<file path="src/rtl/dft_power_spectrum_if.sv">
// Bin stream from the DFT core and power-spectrum result stream.
interface dft_power_spectrum_if #(
  parameter int N  = 18,
  parameter int W  = 48,
  parameter int BW = 12
);
  logic signed [N-1:0]  XK_RE;
  logic signed [N-1:0]  XK_IM;
  logic        [3:0]    BLK_EXP;
  logic                 FD_OUT;
  logic                 DATA_VALID;
  logic        [W-1:0]  PWR;
  logic        [BW-1:0] PWR_BIN;
  logic                 PWR_VALID;
  logic                 PWR_LAST;
  logic                 FRAME_ERR;

  // Source side: drives DFT bins, observes power results.
  modport master (
    output XK_RE, XK_IM, BLK_EXP, FD_OUT, DATA_VALID,
    input  PWR, PWR_BIN, PWR_VALID, PWR_LAST, FRAME_ERR
  );

  // Power-spectrum block side.
  modport slave (
    input  XK_RE, XK_IM, BLK_EXP, FD_OUT, DATA_VALID,
    output PWR, PWR_BIN, PWR_VALID, PWR_LAST, FRAME_ERR
  );
endinterface

</file>
<file path="src/rtl/dft_power_spectrum.sv">
// Per-bin power |Xk|^2 of a block-floating-point DFT stream, denormalised by
// the frame exponent and saturated to W bits. Tracks frame position (bin
// index) from the first-bin marker and flags frames that restart early.
module dft_power_spectrum #(
  parameter int N         = 18,
  parameter int W         = 48,
  parameter int FRAME_LEN = 48,
  parameter int BW        = 12
) (
  input  logic                 CLK,
  input  logic                 SCLR,
  dft_power_spectrum_if.slave  bus
);

  localparam int SW = 2 * N;
  // Wide enough for the largest shift (2*15) and always above bit W.
  localparam int XW = (SW + 30 > W) ? SW + 30 : W + 1;
  localparam logic [BW-1:0] LAST_BIN = BW'(FRAME_LEN - 1);

  typedef enum logic [0:0] {IDLE, RUN} state_t;

  state_t state_q, state_d;

  logic [BW-1:0] bin_q, bin_d;
  logic [3:0]    exp_q, exp_d;
  logic          accept, is_last, is_err;

  // Stage 1: registered inputs
  logic                 s1_v, s1_last, s1_err;
  logic signed [N-1:0]  s1_re, s1_im;
  logic        [BW-1:0] s1_bin;
  logic        [3:0]    s1_exp;

  // Stage 2: squares
  logic signed [SW-1:0] re_sq_c, im_sq_c;
  logic                 s2_v, s2_last, s2_err;
  logic        [SW-1:0] s2_re_sq, s2_im_sq;
  logic        [BW-1:0] s2_bin;
  logic        [3:0]    s2_exp;

  // Stage 3: sum, then shift/saturate into the output register
  logic                 s3_v, s3_last, s3_err;
  logic        [SW-1:0] s3_sum;
  logic        [BW-1:0] s3_bin;
  logic        [3:0]    s3_exp;
  logic        [XW-1:0] shifted_c;
  logic        [W-1:0]  pwr_c;

  // Control state register
  always_ff @(posedge CLK) begin
    if (SCLR) state_q <= IDLE;
    else      state_q <= state_d;
  end

  // Next state: enter RUN on any accepted sample, leave after the last bin
  always_comb begin
    state_d = state_q;
    if (accept) state_d = is_last ? IDLE : RUN;
  end

  // Acceptance, bin numbering and frame flags for the current input
  always_comb begin
    accept  = bus.DATA_VALID && (bus.FD_OUT || state_q == RUN);
    bin_d   = bus.FD_OUT ? '0 : bin_q + 1'b1;
    exp_d   = bus.FD_OUT ? bus.BLK_EXP : exp_q;
    is_last = accept && (bin_d == LAST_BIN);
    is_err  = accept && bus.FD_OUT && (state_q == RUN);
  end

  // Bin counter and latched frame exponent; gaps leave them untouched
  always_ff @(posedge CLK) begin
    if (SCLR) begin
      bin_q <= '0;
      exp_q <= '0;
    end else if (accept) begin
      bin_q <= bin_d;
      exp_q <= exp_d;
    end
  end

  // Stage 1 register
  always_ff @(posedge CLK) begin
    if (SCLR) begin
      s1_v    <= 1'b0;
      s1_last <= 1'b0;
      s1_err  <= 1'b0;
      s1_re   <= '0;
      s1_im   <= '0;
      s1_bin  <= '0;
      s1_exp  <= '0;
    end else begin
      s1_v    <= accept;
      s1_last <= is_last;
      s1_err  <= is_err;
      s1_re   <= bus.XK_RE;
      s1_im   <= bus.XK_IM;
      s1_bin  <= bin_d;
      s1_exp  <= exp_d;
    end
  end

  // Full-width signed squares; always non-negative and fit in 2N bits
  always_comb begin
    re_sq_c = s1_re * s1_re;
    im_sq_c = s1_im * s1_im;
  end

  // Stage 2 register
  always_ff @(posedge CLK) begin
    if (SCLR) begin
      s2_v     <= 1'b0;
      s2_last  <= 1'b0;
      s2_err   <= 1'b0;
      s2_re_sq <= '0;
      s2_im_sq <= '0;
      s2_bin   <= '0;
      s2_exp   <= '0;
    end else begin
      s2_v     <= s1_v;
      s2_last  <= s1_last;
      s2_err   <= s1_err;
      s2_re_sq <= unsigned'(re_sq_c);
      s2_im_sq <= unsigned'(im_sq_c);
      s2_bin   <= s1_bin;
      s2_exp   <= s1_exp;
    end
  end

  // Stage 3 sum register; max sum is 2^(2N-1), so 2N bits never overflow
  always_ff @(posedge CLK) begin
    if (SCLR) begin
      s3_v    <= 1'b0;
      s3_last <= 1'b0;
      s3_err  <= 1'b0;
      s3_sum  <= '0;
      s3_bin  <= '0;
      s3_exp  <= '0;
    end else begin
      s3_v    <= s2_v;
      s3_last <= s2_last;
      s3_err  <= s2_err;
      s3_sum  <= s2_re_sq + s2_im_sq;
      s3_bin  <= s2_bin;
      s3_exp  <= s2_exp;
    end
  end

  // Denormalise by 2*exponent and clamp anything reaching bit W
  always_comb begin
    shifted_c           = '0;
    shifted_c[SW-1:0]   = s3_sum;
    shifted_c           = shifted_c << {s3_exp, 1'b0};
    pwr_c               = (|shifted_c[XW-1:W]) ? '1 : shifted_c[W-1:0];
  end

  // Output register; fields are forced to zero when not valid.
  // The sum and the shift are split across two ranks so that results
  // appear three edges after the accepting edge.
  always_ff @(posedge CLK) begin
    if (SCLR || !s3_v) begin
      bus.PWR_VALID <= 1'b0;
      bus.PWR       <= '0;
      bus.PWR_BIN   <= '0;
      bus.PWR_LAST  <= 1'b0;
      bus.FRAME_ERR <= 1'b0;
    end else begin
      bus.PWR_VALID <= 1'b1;
      bus.PWR       <= pwr_c;
      bus.PWR_BIN   <= s3_bin;
      bus.PWR_LAST  <= s3_last;
      bus.FRAME_ERR <= s3_err;
    end
  end

endmodule

</file>
<file path="src/flat_wrapper.sv">
// flat-port wrapper written by rule: the top's interface ports become plain ports
module dft_power_spectrum_flat 
#(
  parameter int N         = 18,
  parameter int W         = 48,
  parameter int FRAME_LEN = 48,
  parameter int BW        = 12
)
  (CLK, SCLR, bus_XK_RE, bus_XK_IM, bus_BLK_EXP, bus_FD_OUT, bus_DATA_VALID, bus_PWR, bus_PWR_BIN, bus_PWR_VALID, bus_PWR_LAST, bus_FRAME_ERR);
  dft_power_spectrum_if #(.N(N), .W(W), .BW(BW)) bus_i ();
  input  logic CLK;
  input  logic SCLR;
  input wire logic [$bits(bus_i.XK_RE)-1:0] bus_XK_RE;
  input wire logic [$bits(bus_i.XK_IM)-1:0] bus_XK_IM;
  input wire logic [$bits(bus_i.BLK_EXP)-1:0] bus_BLK_EXP;
  input wire logic [$bits(bus_i.FD_OUT)-1:0] bus_FD_OUT;
  input wire logic [$bits(bus_i.DATA_VALID)-1:0] bus_DATA_VALID;
  output wire logic [$bits(bus_i.PWR)-1:0] bus_PWR;
  output wire logic [$bits(bus_i.PWR_BIN)-1:0] bus_PWR_BIN;
  output wire logic [$bits(bus_i.PWR_VALID)-1:0] bus_PWR_VALID;
  output wire logic [$bits(bus_i.PWR_LAST)-1:0] bus_PWR_LAST;
  output wire logic [$bits(bus_i.FRAME_ERR)-1:0] bus_FRAME_ERR;
  assign bus_i.XK_RE = bus_XK_RE;
  assign bus_i.XK_IM = bus_XK_IM;
  assign bus_i.BLK_EXP = bus_BLK_EXP;
  assign bus_i.FD_OUT = bus_FD_OUT;
  assign bus_i.DATA_VALID = bus_DATA_VALID;
  assign bus_PWR = bus_i.PWR;
  assign bus_PWR_BIN = bus_i.PWR_BIN;
  assign bus_PWR_VALID = bus_i.PWR_VALID;
  assign bus_PWR_LAST = bus_i.PWR_LAST;
  assign bus_FRAME_ERR = bus_i.FRAME_ERR;
  dft_power_spectrum #(.N(N), .W(W), .FRAME_LEN(FRAME_LEN), .BW(BW)) u_core (.CLK(CLK), .SCLR(SCLR), .bus(bus_i));
endmodule
</file>
<file path="config.mk">
export PLATFORM = sky130hd
export DESIGN_NAME = dft_power_spectrum_flat
export DESIGN_NICKNAME = d
export VERILOG_FILES = /design/src/rtl/dft_power_spectrum_if.sv /design/src/rtl/dft_power_spectrum.sv /design/src/flat_wrapper.sv
export SDC_FILE = /design/constraint.sdc
export NUM_CORES = 2
export LEC_CHECK = 0
export CELL_PAD_IN_SITES_DETAIL_PLACEMENT = 2
export CELL_PAD_IN_SITES_GLOBAL_PLACEMENT = 2
export CORE_MARGIN = 2
export CORE_UTILIZATION = 41
export DETAILED_ROUTE_END_ITERATION = 16
export PLACE_DENSITY_LB_ADDON = 0.1
export SYNTH_ARGS = -nofsm -noshare
export SYNTH_HDL_FRONTEND = slang
export SYNTH_SLANG_ARGS = --single-unit
</file>
<file path="constraint.sdc">
create_clock -name CLK -period 8.1 [get_ports CLK]
set_clock_uncertainty 0.2 [all_clocks]
set_input_delay 0.81 -clock CLK [delete_from_list [all_inputs] [get_ports CLK]]
set_output_delay 0.81 -clock CLK [all_outputs]
set_load 0.02 [all_outputs]
</file>
==> reports/results.ini <==
[drt]
drt.antenna.violating_nets = 0
remaining_drc_errors = 0
wl_per_cell_um = 20.2
vias = 23500
drtIter0Drc = 882
wirelength_mm = 93.8
drt_pre_antenna_iters = 4
viasPerCell = 5.04

[setup_path]
rrSetupSlack_ps = 460
r2r_start = u_core.s1_im[4]
critPathLaunchType = register
r2r-end = u_core.s2_im_sq[33]
cp.required_ps = 8340
critPathLaunch = u_core.s1_im[4]
crit_arrival_ps = 7880
reg2reg_depth = 21
crit_fanout = 16
crit_type = register to register
end_kind = register

[global_route]
grt_pass1_wl_mm = 153
track_usage_pct = 23.8
grt_pass1_vias = 28500
grt-ovfl-total = 0
antenna_found_initial = 0
grt_max_degree = 84

[synth]
synth_edf_count = 0
ys_seq_area_share_pct = 17.2
synth_commonest_cells = inv_1 (833), fa_1 (590), nand2_1 (311), dfxtp_1 (279), ha_1 (245)
synth.area.top_cells = fa_1 (36%), dfxtp_1 (17%), inv_1 (9.6%)
yosysWarnings = 0
syn_avg_cell_area_um2 = 9.22
syn_inst = 3529
ys_ff_latch = 279
synth.distinct_cells = 73
synth.largest_area_cell = fa_1
yosysTopAreaCellShare_pct = 36.3
ys_async_sr_fraction_pct = 0
synth_fp_nets = 4408
syn_area_mm2 = 0.0326
yosysMostFrequentCell = inv_1
synth_ff_type = dfxtp_1

[clock_network]
root_buffer = clkbuf_16
worstSkewPairLatency_ps = 590
cts_setup_buffers = 0
path_clk_slew_ps = 60
clockBufferDepth = 3
cts_tree = done
cts.sinks = 279
cts_buffers = 37
htree_levels = 2

[power_and_ir_drop]
power_leakage_nw = 17.8
total_power_mw = 8.51
ir_drop_v = 0.000168
power_density_mw_per_mm2 = 237

[min_path]
hold_path.class = register to register
whs_path_depth = 1
hold_start = u_core.s1_last
hold-path-endpoint = u_core.s2_last

[floorplanning]
core-area_mm2 = 0.0787
die_y_um = 286
boundaryPins = 107
start_util_pct = 41.3
die_w_um = 286
die_area_mm2 = 0.0817
num_rows = 103

[place]
pre_cts_ws_ps = 528
place_hpwl_mm = 77.4
numPortBuffers = 106
gp_congestion = 0.844

[sta]
min_period_ps = 7640
worst_pin_slew_ps = 1230
fin_ws_ps = 460
finalSetupViolations = 0
hold_viol_final = 0
relSlewSlack_pct = 17.0
clock.fmax_ghz = 0.131
timing.final.crit_share_pct = 94.3
rsz0062_at_grt = no
setup_tns_ps = 0
maxSlewViolCount = 0

[outcome]
outcome = finished clean

[job]
drv_cap = 0

[cells_and_area]
fillers = 8407
syn_to_final_growth_pct = 10.2
drive_gt1_share_pct = 4.55
finalNetCount = 4457
n_antenna_cell = 0

## cell type report
class,instances,area [um^2],share of cell area (%)
flip-flops and latches,279,5590,15.6
clock inverters,18,200,0.558
multi-input cells,2285,23300,65.0
well taps,1050,1310,3.66
clock buffers,48,1010,2.81
inverters,835,3130,8.74
repair buffers,140,1320,3.68
## report_power, final
| group | internal (mW) | switching (mW) |
|---|---|---|
| Combinational | 2.06 | 3.03 |
| Clock | 0.959 | 0.708 |
| Sequential | 1.59 | 0.163 |
| Total | 4.60 | 3.90 |
## cells by family after synthesis
logic type | after synthesis | share of synthesized area [%]
and+or+nand+nor | 883 | 12.8
adders and majority gates | 835 | 45.7
buffers and inverters | 965 | 11.3
muxes | 69 | 2.60
AOI/OAI and AO/OA | 378 | 7.22
DFF | 279 | 17.2
xor gates and xnor gates | 120 | 3.23
## registers in the layout (all words and copies together), names as in the netlist, 4 cells and up
name and cells:
u_core.bus.PWR 48, u_core.s3_sum 36, u_core.s2_im_sq 35, u_core.s2_re_sq 35, u_core.s1_im 18, u_core.s1_re 18
u_core.bin_q 12, u_core.bus.PWR_BIN 12, u_core.s1_bin 12, u_core.s2_bin 12, u_core.s3_bin 12, u_core.exp_q 4
u_core.s1_exp 4, u_core.s2_exp 4, u_core.s3_exp 4
## through the flow
step	cell area, um^2	instances	utilization (%)	hold slack [ps]
after global routing	35900	4655	45.6	225
after detailed placement	34700	4589	44.0	217
after CTS	35900	4655	45.6	214
after global placement	34700	4589	44.0	211
final	35900	4655	45.6	214
after floorplan	32600	3529	-	206
## layer usage
layer / routed length [um] / global-route usage (%)
met2: 52200 / 47.0
met3: 2350 / 2.45
met5: 0 / 0
met4: 2730 / 6.57
met1: 36500 / 26.9
## repair_timing
action	4_1_cts	5_1_grt
hold buffers	0	0
hold endpoints to repair	0	0
setup endpoints to repair	0	1
gates resized for setup	0	1
## critical path, cell delays in order, from the launching register on
cell and delay [ps]:
dfxtp_1 780, inv_1 330, nor2_1 350, fa_1 510
fa_1 600, inv_1 70, fa_1 480, fa_1 550
inv_1 50, fa_1 470, inv_1 50, fa_1 480
inv_1 40, ha_1 310, nand2_1 110, o21ai_0 130
o31ai_1 500, o211ai_1 330, a221oi_2 430, nor2b_2 120
o41ai_2 250, mux2_2 380
## placed cells by master, fill, tap and decap left out, types with 36 or more instances in the layout
master           synthesis  routed
dfxtp_1                279     275
nor2b_1                111     111
ha_1                   245     245
clkdlybuf4s50_1          0     105
a21o_1                  36      36
nor2_1                 209     209
and2_1                  91      91
fa_1                   590     590
clkbuf_16                0      37
inv_1                  833     833
a21oi_1                160     160
xor2_1                  44      44
nand2_1                311     311
o21ai_0                 71      71
xnor2_1                 76      76
## worst max-delay path by stage
stage	end	slack (ps)	cells after the start
2_1_floorplan	u_core.s2_re_sq[31]	1540	22
3_3_place_gp	u_core.s2_im_sq[33]	900	21
3_5_place_dp	u_core.s2_im_sq[34]	530	22
4_1_cts	u_core.s2_im_sq[34]	480	22
5_1_grt	u_core.s2_im_sq[34]	110	22
6_report	u_core.s2_im_sq[33]	460	21
Note: power is estimated with default switching activity, not from simulation.
